**src/rtl/rc4_sched_pkg.sv**
```systemverilog
`default_nettype none
// +--------------------------------------------------------------------+
// | rc4_sched_pkg : shared types and helpers for the RC4 key scheduler |
// | Revision: 1.0                                                      |
// +--------------------------------------------------------------------+
package rc4_sched_pkg;

  typedef enum logic [2:0] {
    IDLE      = 3'd0,
    RUN       = 3'd1,
    DRAIN     = 3'd2,
    FOUND     = 3'd3,
    EXHAUSTED = 3'd4
  } sched_state_t;

  localparam int KEY_W_DEFAULT = 22;
  localparam int MAX_CORES     = 16;

  function automatic logic [63:0] key_space(input int unsigned key_w);
    return 64'd1 << key_w;
  endfunction

  // Dones are zero-extended to MAX_CORES so one helper covers every core count.
  function automatic logic [4:0] popcount(input logic [MAX_CORES-1:0] v);
    logic [4:0] c;
    c = '0;
    for (int i = 0; i < MAX_CORES; i++) begin
      c = c + {4'd0, v[i]};
    end
    return c;
  endfunction

endpackage
`default_nettype wire

```
**src/rtl/rc4_sched_pick.sv**
```systemverilog
`default_nettype none
// +--------------------------------------------------------------------+
// | rc4_sched_pick : fixed-priority find-first-set (lowest index wins) |
// | Revision: 1.0                                                      |
// +--------------------------------------------------------------------+
module rc4_sched_pick #(
  parameter int N     = 4,
  parameter int IDX_W = (N > 1) ? $clog2(N) : 1
) (
  input  logic [N-1:0]     req_i,
  output logic             any_o,
  output logic [N-1:0]     onehot_o,
  output logic [IDX_W-1:0] idx_o
);

  always_comb begin
    any_o    = |req_i;
    onehot_o = '0;
    idx_o    = '0;
    // Scan downward so the last hit written is the lowest set bit.
    for (int i = N - 1; i >= 0; i--) begin
      if (req_i[i]) begin
        onehot_o    = '0;
        onehot_o[i] = 1'b1;
        idx_o       = IDX_W'(i);
      end
    end
  end

endmodule
`default_nettype wire

```
**src/rtl/rc4_search_scheduler.sv**
```systemverilog
`default_nettype none
// +--------------------------------------------------------------------+
// | rc4_search_scheduler : shares the RC4 key space among decrypt cores |
// | Revision: 1.0                                                      |
// +--------------------------------------------------------------------+
module rc4_search_scheduler
  import rc4_sched_pkg::*;
#(
  parameter int NUM_CORES = 4,
  parameter int KEY_W     = KEY_W_DEFAULT
) (
  input  logic                       clk_i,
  input  logic                       rst_ni,
  input  logic                       start_i,
  input  logic [NUM_CORES-1:0]       core_done_i,
  input  logic [NUM_CORES-1:0]       core_valid_i,
  output logic [NUM_CORES-1:0]       core_start_o,
  output logic [NUM_CORES*KEY_W-1:0] core_key_o,
  output logic                       core_abort_o,
  output logic                       busy_o,
  output logic                       found_o,
  output logic                       exhausted_o,
  output logic [KEY_W-1:0]           key_found_o,
  output logic [KEY_W:0]             keys_tried_o
);

  localparam int             IDX_W     = (NUM_CORES > 1) ? $clog2(NUM_CORES) : 1;
  localparam logic [KEY_W:0] KEY_SPACE = (KEY_W + 1)'(key_space(KEY_W));

  sched_state_t                         state_q, state_d;
  logic [KEY_W:0]                       next_key_q, next_key_d;
  logic [NUM_CORES-1:0]                 core_busy_q, core_busy_d;
  logic [NUM_CORES-1:0][KEY_W-1:0]      core_key_q, core_key_d;
  logic [NUM_CORES-1:0]                 core_start_q, core_start_d;
  logic [KEY_W-1:0]                     key_found_q, key_found_d;
  logic                                 found_q, found_d;
  logic                                 exhausted_q, exhausted_d;
  logic [KEY_W:0]                       keys_tried_q, keys_tried_d;

  logic                                 searching;
  logic [NUM_CORES-1:0]                 qual_done;
  logic [NUM_CORES-1:0]                 qual_valid;
  logic [NUM_CORES-1:0]                 busy_left;
  logic [KEY_W+1:0]                     tried_sum;

  logic                                 idle_any;
  logic [NUM_CORES-1:0]                 idle_oh;
  logic [IDX_W-1:0]                     idle_idx;
  logic                                 valid_any;
  logic [NUM_CORES-1:0]                 unused_valid_oh;
  logic [IDX_W-1:0]                     valid_idx;

  assign searching  = (state_q == RUN) || (state_q == DRAIN);
  assign qual_done  = searching ? (core_done_i & core_busy_q) : '0;
  assign qual_valid = qual_done & core_valid_i;
  assign busy_left  = core_busy_q & ~qual_done;
  assign tried_sum  = {1'b0, keys_tried_q} + (KEY_W + 2)'(popcount(MAX_CORES'(qual_done)));

  // Idle selection uses the pre-completion busy vector, so a core freed this
  // cycle is only re-dispatched on the following cycle.
  rc4_sched_pick #(.N(NUM_CORES), .IDX_W(IDX_W)) u_pick_idle (
    .req_i    (~core_busy_q),
    .any_o    (idle_any),
    .onehot_o (idle_oh),
    .idx_o    (idle_idx)
  );

  rc4_sched_pick #(.N(NUM_CORES), .IDX_W(IDX_W)) u_pick_valid (
    .req_i    (qual_valid),
    .any_o    (valid_any),
    .onehot_o (unused_valid_oh),
    .idx_o    (valid_idx)
  );

  always_ff @(posedge clk_i) begin
    if (!rst_ni) begin
      state_q      <= IDLE;
      next_key_q   <= '0;
      core_busy_q  <= '0;
      core_key_q   <= '0;
      core_start_q <= '0;
      key_found_q  <= '0;
      found_q      <= 1'b0;
      exhausted_q  <= 1'b0;
      keys_tried_q <= '0;
    end else begin
      state_q      <= state_d;
      next_key_q   <= next_key_d;
      core_busy_q  <= core_busy_d;
      core_key_q   <= core_key_d;
      core_start_q <= core_start_d;
      key_found_q  <= key_found_d;
      found_q      <= found_d;
      exhausted_q  <= exhausted_d;
      keys_tried_q <= keys_tried_d;
    end
  end

  always_comb begin
    state_d      = state_q;
    next_key_d   = next_key_q;
    core_busy_d  = core_busy_q;
    core_key_d   = core_key_q;
    core_start_d = '0;
    key_found_d  = key_found_q;
    found_d      = found_q;
    exhausted_d  = exhausted_q;
    keys_tried_d = keys_tried_q;

    case (state_q)
      IDLE, FOUND, EXHAUSTED: begin
        if (start_i) begin
          state_d      = RUN;
          next_key_d   = '0;
          core_busy_d  = '0;
          key_found_d  = '0;
          found_d      = 1'b0;
          exhausted_d  = 1'b0;
          keys_tried_d = '0;
        end
      end

      RUN, DRAIN: begin
        keys_tried_d = (tried_sum > {1'b0, KEY_SPACE}) ? KEY_SPACE : tried_sum[KEY_W:0];
        if (valid_any) begin
          // A hit beats both dispatch and exhaustion in the same cycle.
          state_d     = FOUND;
          found_d     = 1'b1;
          key_found_d = core_key_q[valid_idx];
          core_busy_d = '0;
        end else begin
          core_busy_d = busy_left;
          if (state_q == RUN && idle_any && next_key_q < KEY_SPACE) begin
            core_start_d         = idle_oh;
            core_key_d[idle_idx] = next_key_q[KEY_W-1:0];
            core_busy_d          = busy_left | idle_oh;
            next_key_d           = next_key_q + 1'b1;
            if (next_key_d == KEY_SPACE) begin
              state_d = DRAIN;
            end
          end else if (state_q == DRAIN && busy_left == '0) begin
            state_d     = EXHAUSTED;
            exhausted_d = 1'b1;
          end
        end
      end

      default: state_d = IDLE;
    endcase
  end

  assign core_start_o = core_start_q;
  assign core_key_o   = core_key_q;
  assign core_abort_o = (state_q == FOUND) || (state_q == EXHAUSTED);
  assign busy_o       = searching;
  assign found_o      = found_q;
  assign exhausted_o  = exhausted_q;
  assign key_found_o  = key_found_q;
  assign keys_tried_o = keys_tried_q;

endmodule
`default_nettype wire

```
**config.mk**
```make
export PLATFORM = sky130hd
export DESIGN_NAME = rc4_search_scheduler
export DESIGN_NICKNAME = d
export VERILOG_FILES = /design/src/rtl/rc4_sched_pkg.sv /design/src/rtl/rc4_sched_pick.sv /design/src/rtl/rc4_search_scheduler.sv
export SDC_FILE = /design/constraint.sdc
export NUM_CORES = 1
export LEC_CHECK = 0
export ABC_AREA = 1
export ABC_CLOCK_PERIOD_IN_PS = 6000
export CAP_MARGIN = 20
export CORE_UTILIZATION = 40
export DETAILED_ROUTE_END_ITERATION = 10
export HOLD_SLACK_MARGIN = 0.05
export RECOVER_POWER = 50
export SLEW_MARGIN = 25
export SYNTH_ARGS = -nofsm -noshare
export SYNTH_HDL_FRONTEND = slang
export SYNTH_SLANG_ARGS = --single-unit
```
**constraint.sdc**
```tcl
create_clock -name clk_i -period 6 [get_ports clk_i]
set_input_delay 1.2 -clock clk_i [delete_from_list [all_inputs] [get_ports clk_i]]
set_output_delay 1.2 -clock clk_i [all_outputs]
set_load 0.01 [all_outputs]
```
==> out/results.ini <==
[outcome]
status = finished with violations
violations = capacitance limit, slew limit

[logic_synthesis]
synthArstFlopShare = 0
ys.flop_type = dfxtp_1
synthMuxAreaShare = 0
ys_warn_count = 0
synth_top_area_cell = dfxtp_1
synth_top_area_share = 0.394
synth_cells = 1330
synth_top_family_by_area = simple AND/OR/NAND/NOR gates
synth_cell_types = 36
synth-seq-cells = 169
synth_compound_area_frac = 0.194
syn_area_per_cell_um2 = 6.45
synth_xor_area_frac = 0.0102
seq_area_frac_synth = 0.394
synth_edf_count = 0
yosysMostFrequentCell = nand2_1
synthTopCellsByCount = nand2_1, a21oi_1, dfxtp_1
synth_area_mm2 = 0.00858
postSynthNetCount = 1346
synth-simple-area-share = 0.283
synthAdderAreaFrac = 0.00904
yosys-top-cells-area = dfxtp_1, nand2_1, a21oi_1, inv_1, o21ai_0

[sta]
finalHoldWorstSlack_ns = 0.456
max_freq_mhz = 207
min_period_over_period = 0.804
fin_setup_tns_ns = 0
slew_viol_final = 45
hold_violations = 0
setup_viol = 0
period_minus_slack_ns = 4.82
tightestPinTransition_ns = 1.88
rsz0062_at_grt = no
slew_headroom = -0.250
finClkSkew_ns = 0.0187

[final_layout]
antenna_cells = 0
fin_nets = 1447
area_growth_pct = 25.1
drive_gt1_frac = 0.0422
fillers = 2181

[power]
switchingPower_uw = 1010
combPwrFrac = 0.210
switching_share = 0.339
power_density_mw_per_mm2 = 278
power.share.clock = 0.378
seq_power_share = 0.412
p_int_uw = 1980
ir_drop_uv = 221
p_leak_uw = 0.00425

[routing]
vias = 8587
wl_per_cell_um = 14.8
dr.pass1.iters = 5
first_iter_violations = 545
via_per_inst = 5.00
drtAntennaViolNets = 0
postRouteWirelength_um = 25500
route.detailed.drc = 0

[cts]
clk_latency_ns = 0.44
clock_sinks = 169
cts_root_buf = clkbuf_16
clockBufferDepth = 2
hold_buffers = 0
cts_tree = yes
htreeDepth = 4
ctsResizeCount = 0
postCtsSetupBuffers = 0
clkTransAtPathRegs_ns = 0.07
numCtsBuffers = 17

[global_routing]
grt_pass1_vias = 7696
grt_max_degree = 96
use_met3 = 0.0377
grt_util_all_layers = 0.237
antenna_found_initial = 0
use_met1 = 0.336
grt_first_pass_wirelength_um = 41200
grt-ovfl-total = 0
grt-busiest-layer = met2
grt_use_met2 = 0.369

[floorplan]
ios = 152
rows = 53
start_util = 0.408
die_y_um = 148
core_mm2 = 0.0210
dieArea_mm2 = 0.0221
die_w_um = 148

[setup_path]
cp-end-kind = flip-flop
critical_path.most_common_cell = nand2_1
slowest_delay_ns = 0.52
setup.worst_path.class = primary input to flip-flop
crit_path_top_delay_cell = dlygate4sd3_1
worstPathArrival_ns = 5.17
worstRegToRegCells = 22
cp-start-kind = primary input
required_ns = 6.35
regToRegSetupSlack_ns = 1.59
crit_fanout = 22
path_cells = dlygate4sd3_1 > nand2_1 > nor2_1 > xnor2_1 > inv_1 > ha_1 > inv_1 > fa_1 > fa_1 > nor2_2 > nand2_1 > o21ai_1 > nand2_1 > nor2_1 > nand2_1 > nor2_1 > nand3_1 > nand2_2 > nand2_1 > a21oi_1

[worst_hold_path]
min_path_cells = 2
hold_class = flip-flop to flip-flop

[run]
cap_viol_max_count = 1

[placed_design]
io_buffers = 151
place_hpwl_um = 17800
gp_congestion = 0.865

## logic make-up after synthesis
group	count (synthesis)
AOI/OAI and AO/OA	328
DFF	169
buffers and inverters	236
adders and majority gates	5
xor gates and xnor gates	10
and+or+nand+nor	582
## worst paths after layout
check                      start               to
setup / recovery  core_done_i[0]  keys_tried_o[3]
hold / removal    core_key_o[85]   core_key_o[85]
setup reg to reg      state_q[2]  keys_tried_o[3]
hold reg to reg   core_key_o[85]   core_key_o[85]
## cell type report
class / instances / area (um^2) / area share
inverters: 160 / 603 / 0.0562
clock buffers: 17 / 425 / 0.0396
multi-input cells: 925 / 4240 / 0.395
repair buffers: 158 / 1560 / 0.145
clock inverters: 15 / 181 / 0.0169
flip-flops and latches: 169 / 3380 / 0.315
well taps: 275 / 344 / 0.0320
## routing by layer
layer | vias up | share of wire
met3 | 21 | 0.058
li1 | 4461 | -
met4 | 0 | 0.012
met5 | - | 0
met2 | 238 | 0.43
met1 | 3867 | 0.49
## per-stage QoR
stage,total power [uW],cells,setup WS [ns],instance area [um^2],utilization
floorplan,1680,1330,1.98,8580,-
global placement,1910,1687,1.07,10200,0.483
detailed placement,1910,1687,0.976,10200,0.483
CTS,3040,1719,1.42,10800,0.512
global route,3140,1719,0.843,10700,0.511
finish,2990,1719,1.18,10700,0.511
## placed cells by master, fill, tap and decap left out, drive strengths merged, types with 6 or more instances in the layout
cell type        n
clkdlybuf4s50    9
dfxtp          169
o21ai          148
nor2           131
clkinv           6
dlygate4sd3    141
nand4           11
xor2             7
buf              7
nand3           72
inv            167
nand2          355
a21oi          173
clkbuf          18
## power by group through the flow
stage	logic, uW	clock network [uW]	registers, uW
after floorplan	422	0	1260
after global routing	703	1200	1240
after detailed placement	651	0	1260
after global placement	651	0	1260
final	629	1130	1230
after CTS	654	1150	1230
## registers in the layout (all words and copies together) (netlist names)
register / flops
core_busy_q: 4
core_key_o: 88
core_start_o: 4
exhausted_o: 1
found_o: 1
key_found_o: 22
keys_tried_o: 23
next_key_q: 23
state_q: 3
## critical path, delay by kind of cell
family / cells / cell delay, ns
xor+xnor: 1 / 0.17
fa+ha+maj: 3 / 1.15
simple gates: 11 / 1.70
compound gates: 2 / 0.33
buf+inv: 3 / 0.61
Note: power is estimated with default switching activity, not from simulation.
